<file path="config.mk">
export PLATFORM = sky130hd
export DESIGN_NAME = ahb_lite_cordic_bridge_flat
export DESIGN_NICKNAME = d
export VERILOG_FILES = /design/src/rtl/ahb_lite_cordic_bridge_pkg.sv /design/src/rtl/ahb_lite_cordic_bridge_if.sv /design/src/rtl/ahb_lite_cordic_bridge_fifo.sv /design/src/rtl/ahb_lite_cordic_bridge.sv /design/src/flat_wrapper.sv
export SDC_FILE = /design/constraint.sdc
export NUM_CORES = 1
export LEC_CHECK = 0
export ABC_AREA = 0
export CORE_MARGIN = 2
export CORE_UTILIZATION = 51
export DETAILED_ROUTE_END_ITERATION = 16
export PLACE_DENSITY = 0.76
export SKIP_LAST_GASP = 1
export SYNTH_ARGS = -nofsm -noshare
export SYNTH_HDL_FRONTEND = slang
export SYNTH_HIERARCHICAL = 1
export SYNTH_SLANG_ARGS = --single-unit
</file>
<file path="constraint.sdc">
create_clock -name HCLK -period 8.65 [get_ports HCLK]
set_input_delay 1.73 -clock HCLK [delete_from_list [all_inputs] [get_ports HCLK]]
set_output_delay 1.73 -clock HCLK [all_outputs]
set_load 0.1 [all_outputs]
</file>
<file path="src/rtl/ahb_lite_cordic_bridge_pkg.sv">
// Shared constants for the AHB-Lite CORDIC bridge: register offsets, bit
// positions inside STATUS/CTRL/CLEAR, HRESP codes and FSM state encodings.
package cordic_bridge_pkg;

  // Register offsets as seen on HADDR[3:2]
  localparam logic [1:0] REG_DATA   = 2'd0;
  localparam logic [1:0] REG_STATUS = 2'd1;
  localparam logic [1:0] REG_CTRL   = 2'd2;
  localparam logic [1:0] REG_CLEAR  = 2'd3;

  // STATUS bit positions
  localparam int STAT_EMPTY   = 0;
  localparam int STAT_FULL    = 1;
  localparam int STAT_OVF     = 2;
  localparam int STAT_CNT_LSB = 8;

  // CTRL bit positions
  localparam int CTRL_MODE_LSB = 0;
  localparam int CTRL_IRQ_EN   = 2;

  // CLEAR bit positions
  localparam int CLR_FLUSH = 0;
  localparam int CLR_OVF   = 1;

  // Bus response codes and the only legal transfer size
  localparam logic [1:0] HRESP_OKAY  = 2'b00;
  localparam logic [1:0] HRESP_ERROR = 2'b01;
  localparam logic [2:0] HSIZE_WORD  = 3'b010;

  // FSM state encodings
  localparam logic [1:0] ST_IDLE    = 2'd0;
  localparam logic [1:0] ST_RD_WAIT = 2'd1;
  localparam logic [1:0] ST_ERR1    = 2'd2;
  localparam logic [1:0] ST_ERR2    = 2'd3;

  // Assemble the STATUS read word from its fields
  function automatic logic [31:0] make_status(input logic empty, input logic full,
                                              input logic ovf, input logic [7:0] cnt);
    logic [31:0] s;
    s = 32'd0;
    s[STAT_EMPTY] = empty;
    s[STAT_FULL]  = full;
    s[STAT_OVF]   = ovf;
    s[STAT_CNT_LSB +: 8] = cnt;
    return s;
  endfunction

endpackage

</file>
<file path="src/rtl/ahb_lite_cordic_bridge_if.sv">
// AHB-Lite slave-side bus bundle for the CORDIC bridge.
interface ahb_lite_cordic_bridge_if;
  logic        HSEL;
  logic [31:0] HADDR;
  logic [1:0]  HTRANS;
  logic        HWRITE;
  logic [2:0]  HSIZE;
  logic        HREADY;
  logic [31:0] HWDATA;
  logic        HREADYOUT;
  logic [1:0]  HRESP;
  logic [31:0] HRDATA;

  modport slave (
    input  HSEL, HADDR, HTRANS, HWRITE, HSIZE, HREADY, HWDATA,
    output HREADYOUT, HRESP, HRDATA
  );

  modport master (
    output HSEL, HADDR, HTRANS, HWRITE, HSIZE, HREADY, HWDATA,
    input  HREADYOUT, HRESP, HRDATA
  );
endinterface

</file>
<file path="src/rtl/ahb_lite_cordic_bridge_fifo.sv">
// Result FIFO for the CORDIC bridge. Shift-register organisation so the head
// entry is always a flop (mem[0]); flush has priority over push and pop, and a
// pop together with a push while full is lossless.
module cordic_result_fifo #(
  parameter int W     = 32,
  parameter int DEPTH = 8,
  parameter int CW    = $clog2(DEPTH) + 1
) (
  input  logic          clk,
  input  logic          rst,
  input  logic          push,
  input  logic [W-1:0]  push_data,
  input  logic          pop,
  input  logic          flush,
  output logic [W-1:0]  head,
  output logic          empty,
  output logic          full,
  output logic [CW-1:0] count
);
  localparam int AW = $clog2(DEPTH);

  logic [W-1:0]  mem [DEPTH];
  logic          do_pop;
  logic          do_push;
  logic [AW-1:0] wr_idx;

  assign empty   = (count == {CW{1'b0}});
  assign full    = (count == CW'(DEPTH));
  assign head    = mem[0];
  assign do_pop  = pop & ~empty;
  assign do_push = push & (~full | do_pop);
  // After a shift the first free slot moves down by one
  assign wr_idx  = do_pop ? AW'(count - CW'(1)) : AW'(count);

  // Storage shift on pop, write at the tail on push, occupancy tracking
  always_ff @(posedge clk or posedge rst) begin
    if (rst) begin
      count <= {CW{1'b0}};
      for (int i = 0; i < DEPTH; i++) mem[i] <= {W{1'b0}};
    end else if (flush) begin
      count <= {CW{1'b0}};
    end else begin
      if (do_pop) begin
        for (int i = 0; i < DEPTH - 1; i++) mem[i] <= mem[i+1];
      end
      if (do_push) begin
        mem[wr_idx] <= push_data;
      end
      count <= count + CW'(do_push) - CW'(do_pop);
    end
  end
endmodule

</file>
<file path="src/rtl/ahb_lite_cordic_bridge.sv">
// AHB-Lite slave bridging the bus to a CORDIC core. DATA writes feed the core,
// DATA reads pop the result FIFO (stalling while it is empty), STATUS/CTRL/CLEAR
// give status and control. Optional macro CORDIC_BRIDGE_TIMEOUT_EN bounds the
// read stall to TIMEOUT_CYC cycles and then answers with ERROR.
module ahb_lite_cordic_bridge
  import cordic_bridge_pkg::*;
#(
  parameter int DATA_W      = 32,
  parameter int FIFO_DEPTH  = 8,
  parameter int TIMEOUT_CYC = 255
) (
  input  logic                      HCLK,
  input  logic                      HRESET,
  ahb_lite_cordic_bridge_if.slave   bus,
  output logic [DATA_W-1:0]         cordic_in,
  output logic                      cordic_in_valid,
  output logic [1:0]                cordic_mode,
  input  logic [DATA_W-1:0]         cordic_out,
  input  logic                      cordic_out_valid,
  output logic                      irq
);
  localparam int CW = $clog2(FIFO_DEPTH) + 1;

  logic [1:0]        state, state_nxt;
  logic              hreadyout, hreadyout_nxt;
  logic [1:0]        hresp, hresp_nxt;
  logic [31:0]       hrdata, hrdata_nxt;

  logic              dp_valid;
  logic [1:0]        dp_addr;
  logic [1:0]        mode;
  logic              irq_en;
  logic              overflow;

  logic              accept, legal;
  logic [1:0]        addr;
  logic              wr_data, wr_ctrl, wr_clear;
  logic              flush_pend, ovf_clr;
  logic              eff_empty;
  logic [1:0]        mode_eff;
  logic              irq_en_eff;
  logic              pop, bypass, new_ovf;

  logic              fifo_push;
  logic [DATA_W-1:0] fifo_head;
  logic              fifo_empty, fifo_full;
  logic [CW-1:0]     fifo_count;

`ifdef CORDIC_BRIDGE_TIMEOUT_EN
  localparam int TW = $clog2(TIMEOUT_CYC + 1);
  logic [TW-1:0] tmo_cnt;
  logic          tmo_clr, tmo_inc, tmo_hit;
  assign tmo_hit = (tmo_cnt == TW'(TIMEOUT_CYC - 1));
`endif

  assign accept = bus.HSEL & bus.HREADY & bus.HTRANS[1] & hreadyout;
  assign legal  = (bus.HSIZE == HSIZE_WORD);
  assign addr   = bus.HADDR[3:2];

  // Pending write data phase; its effect lands on the same edge as the next
  // address phase, so reads in that phase see the post-write values
  assign wr_data    = dp_valid & (dp_addr == REG_DATA);
  assign wr_ctrl    = dp_valid & (dp_addr == REG_CTRL);
  assign wr_clear   = dp_valid & (dp_addr == REG_CLEAR);
  assign flush_pend = wr_clear & bus.HWDATA[CLR_FLUSH];
  assign ovf_clr    = wr_clear & bus.HWDATA[CLR_OVF];
  assign eff_empty  = fifo_empty | flush_pend;
  assign mode_eff   = wr_ctrl ? bus.HWDATA[CTRL_MODE_LSB +: 2] : mode;
  assign irq_en_eff = wr_ctrl ? bus.HWDATA[CTRL_IRQ_EN] : irq_en;

  assign fifo_push = cordic_out_valid & ~bypass;
  assign new_ovf   = fifo_push & fifo_full & ~pop & ~flush_pend;

  logic unused_bits;
  assign unused_bits = ^{bus.HADDR[31:4], bus.HADDR[1:0], bus.HTRANS[0], (TIMEOUT_CYC != 0)};

  cordic_result_fifo #(.W(DATA_W), .DEPTH(FIFO_DEPTH), .CW(CW)) u_fifo (
    .clk       (HCLK),
    .rst       (HRESET),
    .push      (fifo_push),
    .push_data (cordic_out),
    .pop       (pop),
    .flush     (flush_pend),
    .head      (fifo_head),
    .empty     (fifo_empty),
    .full      (fifo_full),
    .count     (fifo_count)
  );

  // Transfer FSM: decides response, read data and FIFO pop for the next cycle
  always_comb begin
    state_nxt     = state;
    hreadyout_nxt = hreadyout;
    hresp_nxt     = hresp;
    hrdata_nxt    = hrdata;
    pop           = 1'b0;
    bypass        = 1'b0;
`ifdef CORDIC_BRIDGE_TIMEOUT_EN
    tmo_clr       = 1'b0;
    tmo_inc       = 1'b0;
`endif
    case (state)
      ST_IDLE, ST_ERR2: begin
        state_nxt     = ST_IDLE;
        hreadyout_nxt = 1'b1;
        hresp_nxt     = HRESP_OKAY;
        if (accept) begin
          if (!legal) begin
            state_nxt     = ST_ERR1;
            hreadyout_nxt = 1'b0;
            hresp_nxt     = HRESP_ERROR;
            hrdata_nxt    = 32'd0;
          end else if (bus.HWRITE) begin
            hrdata_nxt = hrdata;
          end else begin
            case (addr)
              REG_DATA: begin
                if (eff_empty) begin
                  state_nxt     = ST_RD_WAIT;
                  hreadyout_nxt = 1'b0;
`ifdef CORDIC_BRIDGE_TIMEOUT_EN
                  tmo_clr       = 1'b1;
`endif
                end else begin
                  hrdata_nxt = 32'(fifo_head);
                  pop        = 1'b1;
                end
              end
              REG_STATUS: hrdata_nxt = make_status(eff_empty, fifo_full & ~flush_pend,
                                                   overflow & ~ovf_clr,
                                                   flush_pend ? 8'd0 : 8'(fifo_count));
              REG_CTRL:   hrdata_nxt = 32'({irq_en_eff, mode_eff});
              REG_CLEAR:  hrdata_nxt = 32'd0;
              default:    hrdata_nxt = 32'd0;
            endcase
          end
        end else begin
          state_nxt = ST_IDLE;
        end
      end
      ST_RD_WAIT: begin
        if (!fifo_empty) begin
          hrdata_nxt    = 32'(fifo_head);
          pop           = 1'b1;
          hreadyout_nxt = 1'b1;
          state_nxt     = ST_IDLE;
        end else if (cordic_out_valid) begin
          // Result goes straight to HRDATA instead of through the FIFO
          hrdata_nxt    = 32'(cordic_out);
          bypass        = 1'b1;
          hreadyout_nxt = 1'b1;
          state_nxt     = ST_IDLE;
        end else begin
`ifdef CORDIC_BRIDGE_TIMEOUT_EN
          if (tmo_hit) begin
            state_nxt     = ST_ERR1;
            hresp_nxt     = HRESP_ERROR;
            hrdata_nxt    = 32'd0;
          end else begin
            tmo_inc = 1'b1;
          end
`else
          state_nxt = ST_RD_WAIT;
`endif
        end
      end
      ST_ERR1: begin
        state_nxt     = ST_ERR2;
        hreadyout_nxt = 1'b1;
        hresp_nxt     = HRESP_ERROR;
      end
      default: begin
        state_nxt     = ST_IDLE;
        hreadyout_nxt = 1'b1;
        hresp_nxt     = HRESP_OKAY;
      end
    endcase
  end

  // FSM state and registered bus outputs
  always_ff @(posedge HCLK or posedge HRESET) begin
    if (HRESET) begin
      state     <= ST_IDLE;
      hreadyout <= 1'b1;
      hresp     <= HRESP_OKAY;
      hrdata    <= 32'd0;
    end else begin
      state     <= state_nxt;
      hreadyout <= hreadyout_nxt;
      hresp     <= hresp_nxt;
      hrdata    <= hrdata_nxt;
    end
  end

  // Write data-phase tracking, register file, core strobe, overflow and irq
  always_ff @(posedge HCLK or posedge HRESET) begin
    if (HRESET) begin
      dp_valid        <= 1'b0;
      dp_addr         <= 2'd0;
      cordic_in       <= {DATA_W{1'b0}};
      cordic_in_valid <= 1'b0;
      mode            <= 2'd0;
      irq_en          <= 1'b0;
      overflow        <= 1'b0;
      irq             <= 1'b0;
    end else begin
      dp_valid        <= accept & legal & bus.HWRITE;
      dp_addr         <= addr;
      cordic_in_valid <= wr_data;
      if (wr_data) cordic_in <= bus.HWDATA[DATA_W-1:0];
      mode            <= mode_eff;
      irq_en          <= irq_en_eff;
      overflow        <= (overflow & ~ovf_clr) | new_ovf;
      irq             <= irq_en & (~fifo_empty | overflow);
    end
  end

`ifdef CORDIC_BRIDGE_TIMEOUT_EN
  // Stall-cycle counter for the bounded read wait
  always_ff @(posedge HCLK or posedge HRESET) begin
    if (HRESET) tmo_cnt <= {TW{1'b0}};
    else if (tmo_clr) tmo_cnt <= {TW{1'b0}};
    else if (tmo_inc) tmo_cnt <= tmo_cnt + TW'(1);
    else tmo_cnt <= tmo_cnt;
  end
`endif

  assign bus.HREADYOUT = hreadyout;
  assign bus.HRESP     = hresp;
  assign bus.HRDATA    = hrdata;
  assign cordic_mode   = mode;
endmodule

</file>
<file path="src/flat_wrapper.sv">
// flat-port wrapper written by rule: the top's interface ports become plain ports
module ahb_lite_cordic_bridge_flat import cordic_bridge_pkg::*;
#(
  parameter int DATA_W      = 32,
  parameter int FIFO_DEPTH  = 8,
  parameter int TIMEOUT_CYC = 255
)
  (HCLK, HRESET, cordic_in, cordic_in_valid, cordic_mode, cordic_out, cordic_out_valid, irq, bus_HSEL, bus_HADDR, bus_HTRANS, bus_HWRITE, bus_HSIZE, bus_HREADY, bus_HWDATA, bus_HREADYOUT, bus_HRESP, bus_HRDATA);
  ahb_lite_cordic_bridge_if bus_i ();
  input  logic HCLK;
  input  logic HRESET;
  output logic [DATA_W-1:0] cordic_in;
  output logic cordic_in_valid;
  output logic [1:0] cordic_mode;
  input  logic [DATA_W-1:0] cordic_out;
  input  logic cordic_out_valid;
  output logic irq;
  input wire logic [$bits(bus_i.HSEL)-1:0] bus_HSEL;
  input wire logic [$bits(bus_i.HADDR)-1:0] bus_HADDR;
  input wire logic [$bits(bus_i.HTRANS)-1:0] bus_HTRANS;
  input wire logic [$bits(bus_i.HWRITE)-1:0] bus_HWRITE;
  input wire logic [$bits(bus_i.HSIZE)-1:0] bus_HSIZE;
  input wire logic [$bits(bus_i.HREADY)-1:0] bus_HREADY;
  input wire logic [$bits(bus_i.HWDATA)-1:0] bus_HWDATA;
  output wire logic [$bits(bus_i.HREADYOUT)-1:0] bus_HREADYOUT;
  output wire logic [$bits(bus_i.HRESP)-1:0] bus_HRESP;
  output wire logic [$bits(bus_i.HRDATA)-1:0] bus_HRDATA;
  assign bus_i.HSEL = bus_HSEL;
  assign bus_i.HADDR = bus_HADDR;
  assign bus_i.HTRANS = bus_HTRANS;
  assign bus_i.HWRITE = bus_HWRITE;
  assign bus_i.HSIZE = bus_HSIZE;
  assign bus_i.HREADY = bus_HREADY;
  assign bus_i.HWDATA = bus_HWDATA;
  assign bus_HREADYOUT = bus_i.HREADYOUT;
  assign bus_HRESP = bus_i.HRESP;
  assign bus_HRDATA = bus_i.HRDATA;
  ahb_lite_cordic_bridge #(.DATA_W(DATA_W), .FIFO_DEPTH(FIFO_DEPTH), .TIMEOUT_CYC(TIMEOUT_CYC)) u_core (.HCLK(HCLK), .HRESET(HRESET), .bus(bus_i), .cordic_in(cordic_in), .cordic_in_valid(cordic_in_valid), .cordic_mode(cordic_mode), .cordic_out(cordic_out), .cordic_out_valid(cordic_out_valid), .irq(irq));
endmodule
</file>
== After elaboration in Yosys (flattened, before gate mapping) ==
Index checks and enable logic that the tools add are counted.

* Add/sub/neg operators: 3
* Order comparisons: 2
* Equality and inequality tests: 14
* Multiplexer cells: 47
* Bitwise gates (word level): 30
* Reductions and logical operators: 10

{| class="wikitable"
|+ Operators with widths
! kind !! count
|-
| two-way mux 224 bit || 2
|-
| bitwise mux 256 bit || 1
|-
| two-way mux 256 bit || 1
|-
| two-way mux 32 bit || 7
|-
| one-hot mux 32 bit (4 select lines) || 1
|-
| demux 32 bit (select 3 bit) || 1
|-
| one-hot mux 32 bit (2 select lines) || 1
|-
| bitwise AND 1 bit || 19
|-
| two-way mux 1 bit || 19
|-
| two-way mux 2 bit || 7
|-
| == test 2 bit, second input constant || 6
|-
| two-way mux 4 bit || 2
|-
| logical NOT 2 bit || 3
|-
| != test 3 bit, second input constant || 2
|-
| inverter 1 bit || 6
|-
| one-hot mux 2 bit (3 select lines) || 1
|-
| AND reduction 5 bit || 1
|-
| adder 4 x 1 -> 4 bit || 1
|-
| == test 2 x 1 -> 1 bit, second input constant || 2
|-
| == test 4 bit, second input constant || 1
|-
| >= comparator 4 bit, second input constant || 1
|-
| logical NOT 4 bit || 1
|-
| < comparator 4 x 1 -> 1 bit, second input constant || 1
|-
| != test 4 bit, second input constant || 1
|-
| other kinds (14) || 18
|}

* Register bits after elaboration: 338
* Bits of input ports: 107
* Output and inout port bits: 71

== Logic depth before layout (Yosys ltp) ==
Gate-level depths: netlist of run 1.

* Depth in word-level cells: 19
* Depth in mapped cells: 16
* Mapped depth without buffers: 14

== Cells and area by module ==
The synthesis of run 1 kept the hierarchy.

{| class="wikitable"
|+ By module, submodules not included
! module !! instances !! cells an instance !! area each (µm²) !! sequential area each (µm²)
|-
| cordic_result_fifo || 1 || 1533 || 14312.5 || 6506.2
|-
| ahb_lite_cordic_bridge || 1 || 328 || 3807.4 || 1928.1
|}

== Least setup slack after synthesis of run 1 ==
No wires, ideal clock.

* Path kind: input -> register
* Start point: in bus_HSIZE[0]
* End point: reg u_core.u_fifo.count[1]
* Setup time: 0.126 ns
* Arrival: 4.077 ns
* Required time: 8.524 ns
* Path slack: 4.448 ns
* Stages: 12
* Cell sequence: nor3b_1 > buf_2 > nand4b_1 > o21bai_1 > nor3b_1 > buf_2 > a21boi_4 > nand2b_1 > nand2_1 > ha_1 > fa_1 > nor2b_1

* Word-level cells in the longest chain between the ends: 10

{| class="wikitable"
|+ RTL lines
! element !! line !! RTL
|-
| start: declaration || flat_wrapper.sv:22 || <nowiki>input wire logic [$bits(bus_i.HSIZE)-1:0] bus_HSIZE;</nowiki>
|-
| == test 3 x 2 -> 1 bit (*) || ahb_lite_cordic_bridge.sv:57 || <nowiki>assign legal = (bus.HSIZE == HSIZE_WORD);</nowiki>
|-
| two-way mux 1 bit (*) || ahb_lite_cordic_bridge.sv:108 || <nowiki>if (!legal) begin</nowiki>
|-
| two-way mux 1 bit (*) || ahb_lite_cordic_bridge.sv:107 || <nowiki>if (accept) begin</nowiki>
|-
| one-hot mux 1 bit (2 select lines) (*) || ahb_lite_cordic_bridge.sv:102 || <nowiki>case (state)</nowiki>
|-
| named net u_core.pop || ahb_lite_cordic_bridge.sv:42 || <nowiki>logic pop, bypass, new_ovf;</nowiki>
|-
| bitwise AND 1 bit (*) || ahb_lite_cordic_bridge_fifo.sv:30 || <nowiki>assign do_pop = pop & ~empty;</nowiki>
|-
| OR 1 bit || ahb_lite_cordic_bridge_fifo.sv:31 || <nowiki>assign do_push = push & (~full | do_pop);</nowiki>
|-
| bitwise AND 1 bit || ahb_lite_cordic_bridge_fifo.sv:31 ||
|-
| adder 4 x 1 -> 4 bit || ahb_lite_cordic_bridge_fifo.sv:49 || <nowiki>count <= count + CW'(do_push) - CW'(do_pop);</nowiki>
|-
| subtractor 4 x 1 -> 4 bit (*) || ahb_lite_cordic_bridge_fifo.sv:49 ||
|-
| two-way mux 4 bit (*) || ahb_lite_cordic_bridge_fifo.sv:40 || <nowiki>end else if (flush) begin</nowiki>
|-
| end signal: assignment || ahb_lite_cordic_bridge_fifo.sv:38 || <nowiki>count <= {CW{1'b0}};</nowiki>
|-
| end signal: assignment || ahb_lite_cordic_bridge_fifo.sv:41 || <nowiki>count <= {CW{1'b0}};</nowiki>
|-
| end signal: assignment || ahb_lite_cordic_bridge_fifo.sv:49 ||
|-
| end: declaration || ahb_lite_cordic_bridge_fifo.sv:18 || <nowiki>output logic [CW-1:0] count</nowiki>
|}

The timed path passes the listed nets; every way through them passes the cells marked *.
A chain may end at the register's enable or synchronous reset.

== Final worst setup path of run 1 ==
* Start point: in bus_HADDR[2]
* End point: reg u_core/u_fifo/mem[54] (netlist bit)

* Word-level cells in the longest chain between the ends: 15

{| class="wikitable"
|+ RTL lines
! element !! line !! RTL
|-
| start: declaration || flat_wrapper.sv:19 || <nowiki>input wire logic [$bits(bus_i.HADDR)-1:0] bus_HADDR;</nowiki>
|-
| logical NOT 2 bit (*) || ahb_lite_cordic_bridge.sv:116 || <nowiki>case (addr)</nowiki>
|-
| two-way mux 1 bit (*) || ahb_lite_cordic_bridge.sv:116 ||
|-
| two-way mux 1 bit (*) || ahb_lite_cordic_bridge.sv:113 || <nowiki>end else if (bus.HWRITE) begin</nowiki>
|-
| two-way mux 1 bit (*) || ahb_lite_cordic_bridge.sv:108 ||
|-
| two-way mux 1 bit (*) || ahb_lite_cordic_bridge.sv:107 ||
|-
| one-hot mux 1 bit (2 select lines) (*) || ahb_lite_cordic_bridge.sv:102 ||
|-
| named net u_core.pop || ahb_lite_cordic_bridge.sv:42 ||
|-
| bitwise AND 1 bit (*) || ahb_lite_cordic_bridge_fifo.sv:30 ||
|-
| two-way mux 3 bit || ahb_lite_cordic_bridge_fifo.sv:33 || <nowiki>assign wr_idx = do_pop ? AW'(count - CW'(1)) : AW'(count);</nowiki>
|-
| inverter 3 -> 4 bit (implied by the code) || ahb_lite_cordic_bridge_fifo.sv:47 || <nowiki>mem[wr_idx] <= push_data;</nowiki>
|-
| >= comparator 4 bit (implied by the code) or < comparator 4 x 1 -> 1 bit (tied branches) || ahb_lite_cordic_bridge_fifo.sv:47 ||
|-
| logical AND 1 bit (implied by the code) || ahb_lite_cordic_bridge_fifo.sv:47 ||
|-
| two-way mux 32 bit (implied by the code) || ahb_lite_cordic_bridge_fifo.sv:47 ||
|-
| demux 32 bit (select 3 bit) || ahb_lite_cordic_bridge_fifo.sv:47 ||
|-
| bitwise mux 256 bit || ahb_lite_cordic_bridge_fifo.sv:47 ||
|-
| two-way mux 256 bit (*) || ahb_lite_cordic_bridge_fifo.sv:46 || <nowiki>if (do_push) begin</nowiki>
|-
| end signal: indexed assignment || ahb_lite_cordic_bridge_fifo.sv:47 ||
|-
| end: declaration || ahb_lite_cordic_bridge_fifo.sv:22 || <nowiki>logic [W-1:0] mem [DEPTH];</nowiki>
|}

The timed path passes the listed nets; every way through them passes the cells marked *. The select of a mux whose other input is x is not followed.

==> metrics.md, run 1 <==
| Metric | Value |
|---|---|
| Hold Crit Class | `reg2reg` |
| CTS H-Tree Depth | `2` |
| Max transition margin | `0.118` |
| Cell variety after synth | `between 60 and 70` |
| Commonest non-fill, non-tap cell in the layout | `o211ai_1` |
| Status | `completed` |
| Post-CTS Setup Inserts | `0` |
| CTS tree | `built` |
| Cells after synthesis | `about 1900` |
| First-pass GRT wire length | `85500 um` |
| # DRC | `0` |
| DRC marker count from the first detailed-route iteration | `approximately 1900` |
| Most frequent cells in the layout | `452 x o211ai_1, 336 x dfrtp_1, 286 x nand2_1` |
| Gr usage total | `0.293` |
| Hold Crit Depth | `1` |
| Starting density of the core | `0.513` |
| Reg-to-reg startpoint | `u_core/u_fifo/count[2]$_DFF_PP0_` |
| Worst-Margin Slew | `between 1000 and 1500 ps` |
| Die area | `between 30000 and 40000 um^2` |
| Number of I/O pins | `between 150 and 200` |
| Mapped Avg Cell Area | `between 9 and 10 um^2` |
| Routed wire length | `~54000 um` |
| Final Max Tran Viols | `0` |
| Leak Pwr | `0.00808 uW` |
| Top cell type's share of synthesized area | `0.464` |
| Post-route ant nets | `0` |
| Post-synth design cell area | `about 18000 um^2` |
| Design area | `between 20000 and 25000 um^2` |
| CTS root buf | `clkbuf_16` |
| Peak fanout along the critical path | `61` |
| Layout cell share with drive strength beyond 1 | `0.124` |
| Crit path launch type | `primary input` |
| PD cells | `roughly 290 nW/um^2` |
| # hold bufs at CTS | `0` |
| Filler Cells Inserted | `2873` |
| Resize count post-CTS | `0` |
| Peak Freq | `between 150 and 200 MHz` |
| Worst setup path class | `in2reg` |
| Total CTS buffers | `35` |
| Area contributors post-synth | `dfrtp_1 46%, o211ai_1 19%, nand3_1 6.3%, nand2_1 5.9%, mux2_4 5.0%` |
| Dpl hpwl | `slightly above 30000 um` |
| Critical path arrival | `6440 ps` |
| Reg2reg path depth | `10` |
| Number of synthesized register bits | `337` |
| GPL Wtd Cong | `approximately 0.84` |
| CTS Sinks | `~340` |
| Grt ovf | `0` |
| # rows | `69` |
| Area Growth Syn to Fin | `13.4%` |
| CTS max path bufs | `3` |
| TNS Setup | `0 ps` |
| RSZ-0062 raised after global routing | `false` |
| Hold path startpoint | `u_core/cordic_in[26]$_DFFE_PP0P_` |
| Initial antenna violation count | `0` |
| Vias in the first global route | `around 15000` |
| Post-synth EDFFs | `0` |
| Multi-input logic area | `8580 um^2` |
| Final net count | `around 2000` |
| Final hold violation count | `0` |
| Crit end category | `flop` |
| Ant diodes | `0` |
| Ys flop type | `dfrtp_1` |
| Final Cycle Share | `0.700` |
| Port Buffers | `between 100 and 150` |
| Req. time, crit path | `~9000 ps` |
| Setup-failing EPs final | `0` |
| Chip width | `roughly 190 um` |
| Fin crit period | `approximately 6100 ps` |
| Largest net degree at the start of global routing | `approximately 180` |
| Max-cap violations | `0` |
| CTS clock-pin slew for the worst setup and hold paths | `60 ps` |
| Register area | `8430 um^2` |
| DR WL/cell | `approximately 24 um` |
| Worst-skew pair later-pin latency | `between 500 and 600 ps` |
| Synth area leader | `dfrtp_1` |
| Syn_nets | `around 2000` |
| Synth async-reset ratio | `1.00` |
| Area after DPL | `roughly 19000 um^2` |
| Clock skew | `approximately 20 ps` |
| Initial DRT Pass Iterations | `8` |
| Core ar. | `approximately 35000 um^2` |
| Critical Path Source | `bus_HADDR[2]` |
| Via count | `around 15000` |
| Maximum VDD drop | `around 0.15 mV` |
| Die Ht | `192 um` |
| Synth Warn # | `6` |
| Sequential fraction of the synthesis area | `0.465` |
| Vias per cell | `between 6 and 7` |
==> cell type report <==
class                   instances  share of cell area
inverters                      13             0.00262
clock inverters                 6             0.00280
clock buffers                  54              0.0521
flip-flops and latches        337               0.411
well taps                     461              0.0281
repair buffers                182              0.0860
multi-input cells            1256               0.418
==> critical path, stage by stage <==
cell,delay [ps]
clkdlybuf4s50_1,720
nor2_1,360
nand4b_1,180
o21bai_1,180
nor3b_1,220
buf_4,230
a21boi_4,470
a221o_4,750
o211a_1,1060
buf_4,380
o211ai_1,130
==> cells in the mapped netlist, drive strengths merged, types with 4 or more instances <==
| cell | instances |
|---|---|
| a31oi | 8 |
| ha | 9 |
| nor2 | 14 |
| o211ai | 453 |
| o21ai | 18 |
| mux2 | 104 |
| and2 | 37 |
| a21oi | 22 |
| nor3 | 6 |
| clkbuf | 137 |
| inv | 13 |
| and4b | 4 |
| nand2b | 4 |
| buf | 118 |
| a211oi | 8 |
| nand3 | 228 |
| nand2 | 286 |
| nor2b | 11 |
| dfrtp | 336 |
| nor3b | 4 |
==> final timing paths <==
path | end | slack [ps]
setup reg to reg | u_core/u_fifo/mem[54]$_DFFE_PP0N_ | 3410
min in group asynchronous | u_core/bus.HRDATA[20]$_DFFE_PP0P_ | 1510
max in group asynchronous | u_core/u_fifo/count[0]$_DFF_PP0_ | 5830
hold / removal | u_core/cordic_in[26]$_DFFE_PP0P_ | 510
hold reg to reg | u_core/cordic_in[26]$_DFFE_PP0P_ | 510
setup / recovery | u_core/u_fifo/mem[54]$_DFFE_PP0N_ | 2600
==> routing by layer <==
metal	global-route usage	share of wire	up-vias
li1	-	-	6736
met1	0.397	0.40	7635
met2	0.455	0.46	910
met3	0.0631	0.11	164
met4	0.125	0.032	2
met5	0.0137	0.0012	-
==> state kept, by name (all words and copies together), names as in the netlist, 2 cells and up, named ones only <==
register             cells
u_core/u_fifo/head      32
u_core/state             2
u_core/u_fifo/count      4
u_core/cordic_mode       2
u_core/u_fifo/mem      192
u_core/bus.HRDATA       32
u_core/dp_addr           2
u_core/cordic_in        32
==> cells by family after synthesis <==
family	count (synthesis)	synth area share
AOI/OAI and AO/OA	532	0.222
xor gates and xnor gates	2	0.000967
adders and majority gates	10	0.00732
buffers and inverters	268	0.0714
DFF	337	0.465
muxes	106	0.0782
other	1	0.000207
and+or+nand+nor	605	0.155
==> through the flow <==
stage	cells	hold slack (ps)	utilization	worst slack, ps	total power (uW)
2_1_floorplan	1861	469	-	3490	4020
3_3_place_gp	2249	476	0.550	2250	4440
3_5_place_dp	2249	490	0.550	2200	4510
4_1_cts	2309	507	0.582	2700	6020
5_1_grt	2309	520	0.582	2340	6350
6_report	2309	505	0.582	2600	6050
==> power breakdown <==
part	internal, uW	switching (uW)
Sequential	2140	352
Combinational	741	1320
Clock	879	621
Total	3760	2290
Power figures use the tool's default switching activity.
==> run 2: changes to the inputs <==
--- a/config.mk
+++ b/config.mk
@@ -9,7 +9,7 @@
 export CORE_MARGIN = 2
 export CORE_UTILIZATION = 51
 export DETAILED_ROUTE_END_ITERATION = 16
-export PLACE_DENSITY = 0.76
+export PLACE_DENSITY = 0.74
 export SKIP_LAST_GASP = 1
 export SYNTH_ARGS = -nofsm -noshare
 export SYNTH_HDL_FRONTEND = slang
==> constraint.sdc (replaced) <==
create_clock -name HCLK -period 5.7 [get_ports HCLK]
set_input_delay 1.14 -clock HCLK [delete_from_list [all_inputs] [get_ports HCLK]]
set_output_delay 1.14 -clock HCLK [all_outputs]
set_load 0.1 [all_outputs]
==> metrics.md, run 2 (synthesis results as in run 1) <==
| Metric | Value |
|---|---|
| Largest Register | `u_core/u_fifo/mem (unchanged)` |
| Max transition margin | `0.102 (was 0.118)` |
| CTS clock-pin slew for the worst setup and hold paths | `60 ps (about the same)` |
| Number of I/O pins | `178 (unchanged)` |
| RSZ-0062 raised after global routing | `false (unchanged)` |
| Critical path arrival | `4870 ps (was 6440 ps)` |
| Worst-Margin Slew | `1350 ps (was 1320 ps)` |
| Reg-to-reg startpoint | `u_core/u_fifo/count[1]$_DFF_PP0_ (was u_core/u_fifo/count[2]$_DFF_PP0_)` |
| Total power | `9240 uW (was 6050 uW)` |
| Final hold violation count | `0 (unchanged)` |
| Post-route ant nets | `0 (unchanged)` |
| Initial antenna violation count | `0 (unchanged)` |
| Dpl hpwl | `31000 um (was 30600 um)` |
| Setup-failing EPs final | `0 (unchanged)` |
| Leak Pwr | `0.00813 uW (was 0.00808 uW)` |
| Ant diodes | `0 (unchanged)` |
| # hold bufs at CTS | `0 (unchanged)` |
| Port Buffers | `145 (unchanged)` |
| CTS root buf | `clkbuf_16 (unchanged)` |
| Slowest CP cell | `clkdlybuf4s50_1 (was o211a_1)` |
| Delay-heaviest family, CP | `buffers and inverters (was compound AO/OA/AOI/OAI gates)` |
| Register area | `8430 um^2 (unchanged)` |
| Hold Crit Class | `reg2reg (unchanged)` |
| Hold path startpoint | `u_core/bus.HRESP[0]$_DFFE_PP0P_ (was u_core/cordic_in[26]$_DFFE_PP0P_)` |
| CTS H-Tree Depth | `2 (unchanged)` |
| Gr usage total | `0.281 (was 0.293)` |
| DR WL/cell | `22.7 um (was 23.5 um)` |
| Resize count post-CTS | `0 (unchanged)` |
| Worst setup path class | `in2reg (unchanged)` |
| Largest net degree at the start of global routing | `167 (was 184)` |
| Starting density of the core | `0.513 (unchanged)` |
| DRC marker count from the first detailed-route iteration | `1993 (was 1929)` |
| Vias per cell | `6.57 (was 6.69)` |
| Initial DRT Pass Iterations | `5 (was 8)` |
| Crit path launch type | `primary input (unchanged)` |
| Post-CTS Setup Inserts | `0 (unchanged)` |
| CP Cell Sequence | `clkdlybuf4s50_1 -> nor2_1 -> nand4b_1 -> o21bai_1 -> nor3b_1 -> buf_4 -> nor2b_1 -> o21a_1 -> o211ai_4 -> buf_12 -> mux2_4 (was clkdlybuf4s50_1 -> nor2_1 -> nand4b_1 -> o21bai_1 -> nor3b_1 -> buf_4 -> a21boi_4 -> a221o_4 -> o211a_1 -> buf_4 -> o211ai_1)` |
| CTS Sinks | `337 (unchanged)` |
| PD cells | `448 nW/um^2 (was 295 nW/um^2)` |
| # DRC | `0 (unchanged)` |
| Grt ovf | `0 (unchanged)` |
| Final net count | `1943 (was 1942)` |
| Critical Path Source | `bus_HADDR[2] (unchanged)` |
| CTS tree | `built (unchanged)` |
| Req. time, crit path | `6110 ps (was 9030 ps)` |
| GPL Wtd Cong | `0.815 (was 0.843)` |
| Worst-skew pair later-pin latency | `540 ps (was 530 ps)` |
| Vias in the first global route | `14500 (was 15300)` |
| TNS Setup | `0 ps (unchanged)` |
| Crit end category | `flop (unchanged)` |
| Core ar. | `35300 um^2 (unchanged)` |
| Commonest non-fill, non-tap cell in the layout | `o211ai_1 (unchanged)` |
| Final Cycle Share | `0.781` |
| Maximum VDD drop | `0.300 mV (was 0.154 mV)` |
| Clock skew | `16.1 ps (was 19.4 ps)` |
| Most frequent cells in the layout | `452 x o211ai_1, 336 x dfrtp_1, 286 x nand2_1 (unchanged)` |
| Die area | `37100 um^2 (unchanged)` |
| # rows | `69 (unchanged)` |
| Status | `completed (unchanged)` |
| Reg2reg path depth | `10 (unchanged)` |
| Fin crit period | `roughly 4500 ps` |
| Buf/Inv on CP | `3 (unchanged)` |
| Total CTS buffers | `36 (was 35)` |
| CTS max path bufs | `3 (unchanged)` |
| Layout cell share with drive strength beyond 1 | `0.127 (was 0.124)` |
| Die Ht | `192 um (unchanged)` |
| Hold Crit Depth | `2 (was 1)` |
| CP peak stage delay | `730 ps (was 1060 ps)` |
| Via count | `15200 (was 15400)` |
| Peak Freq | `roughly 220 MHz` |
| Multi-input logic area | `8560 um^2 (was 8580 um^2)` |
| Final Max Tran Viols | `0 (unchanged)` |
| Max-cap violations | `0 (unchanged)` |
| Peak fanout along the critical path | `23 (was 61)` |
| Area Growth Syn to Fin | `13.9% (was 13.4%)` |
| Routed wire length | `52400 um (was 54300 um)` |
| Max reg flops | `192 (unchanged)` |
| First-pass GRT wire length | `82600 um (was 85500 um)` |
| Chip width | `192 um (unchanged)` |
| CP Depth | `11 (unchanged)` |
| Filler Cells Inserted | `2928 (was 2873)` |
==> run 2: cell count changes in the layout (fill, tap and decap cells not counted) <==
cell | before | now
inv_6 | 0 | 2
o21ai_2 | 2 | 3
clkbuf_8 | 8 | 7
o21ai_4 | 5 | 4
o211a_4 | 2 | 0
clkinvlp_4 | 2 | 1
bufinv_16 | 1 | 2
clkinv_2 | 5 | 8
o211a_2 | 0 | 2
buf_4 | 34 | 27
buf_12 | 3 | 10
clkbuf_1 | 9 | 6
==> run 2: area by class of cell <==
class,count,area share
Clock buffer,50,0.0506
Clock inverter,11,0.00546
Inverter,13,0.00261
Multi-Input combinational cell,1256,0.415
Sequential cell,337,0.409
Tap cell,461,0.0280
Timing Repair Buffer,182,0.0899
==> run 2: power breakdown <==
part / internal (uW) / total, uW / leakage [uW] / switching (uW)
Clock: 1370 / 2330 / 0.000578 / 961
Combinational: 1160 / 3080 / 0.00322 / 1920
Sequential: 3240 / 3830 / 0.00433 / 587
==> run 2: routing by layer <==
metal  track usage  vias up  wire length [um]
met5             0        -                 0
met4        0.0731        0              1020
met3        0.0591       92              5130
met2         0.424      790             23500
met1         0.411     7565             22700
li1              -     6728                 -
==> run 2: path summary, 6_finish.rpt <==
| check | slack (ps) | endpoint |
|---|---|---|
| max in group asynchronous | 3510 | u_core/u_fifo/head[5]$_DFFE_PP0N_ |
| worst min register to register | 490 | u_core/bus.HRESP[0]$_DFFE_PP0P_ |
| worst min-delay path | 490 | u_core/bus.HRESP[0]$_DFFE_PP0P_ |
| worst max register to register | 1440 | flop |
| worst max-delay path | 1250 | flop |
| min in group asynchronous | 940 | u_core/bus.HRDATA[18]$_DFFE_PP0P_ |
==> run 2: tightest hold or removal path: stages, from the launching register on <==
cell	delay, ps
dfrtp_1	340
nand2_1	50
o21ai_0	60
==> run 2: stage by stage <==
step	setup slack, ps	instances	util	hold slack [ps]	cell area (um^2)
2_1_floorplan	1130	1861	-	469	18100
3_3_place_gp	922	2249	0.552	470	19500
3_5_place_dp	798	2249	0.552	472	19500
4_1_cts	1330	2310	0.584	503	20600
5_1_grt	1030	2310	0.584	518	20600
6_report	1250	2310	0.584	494	20600
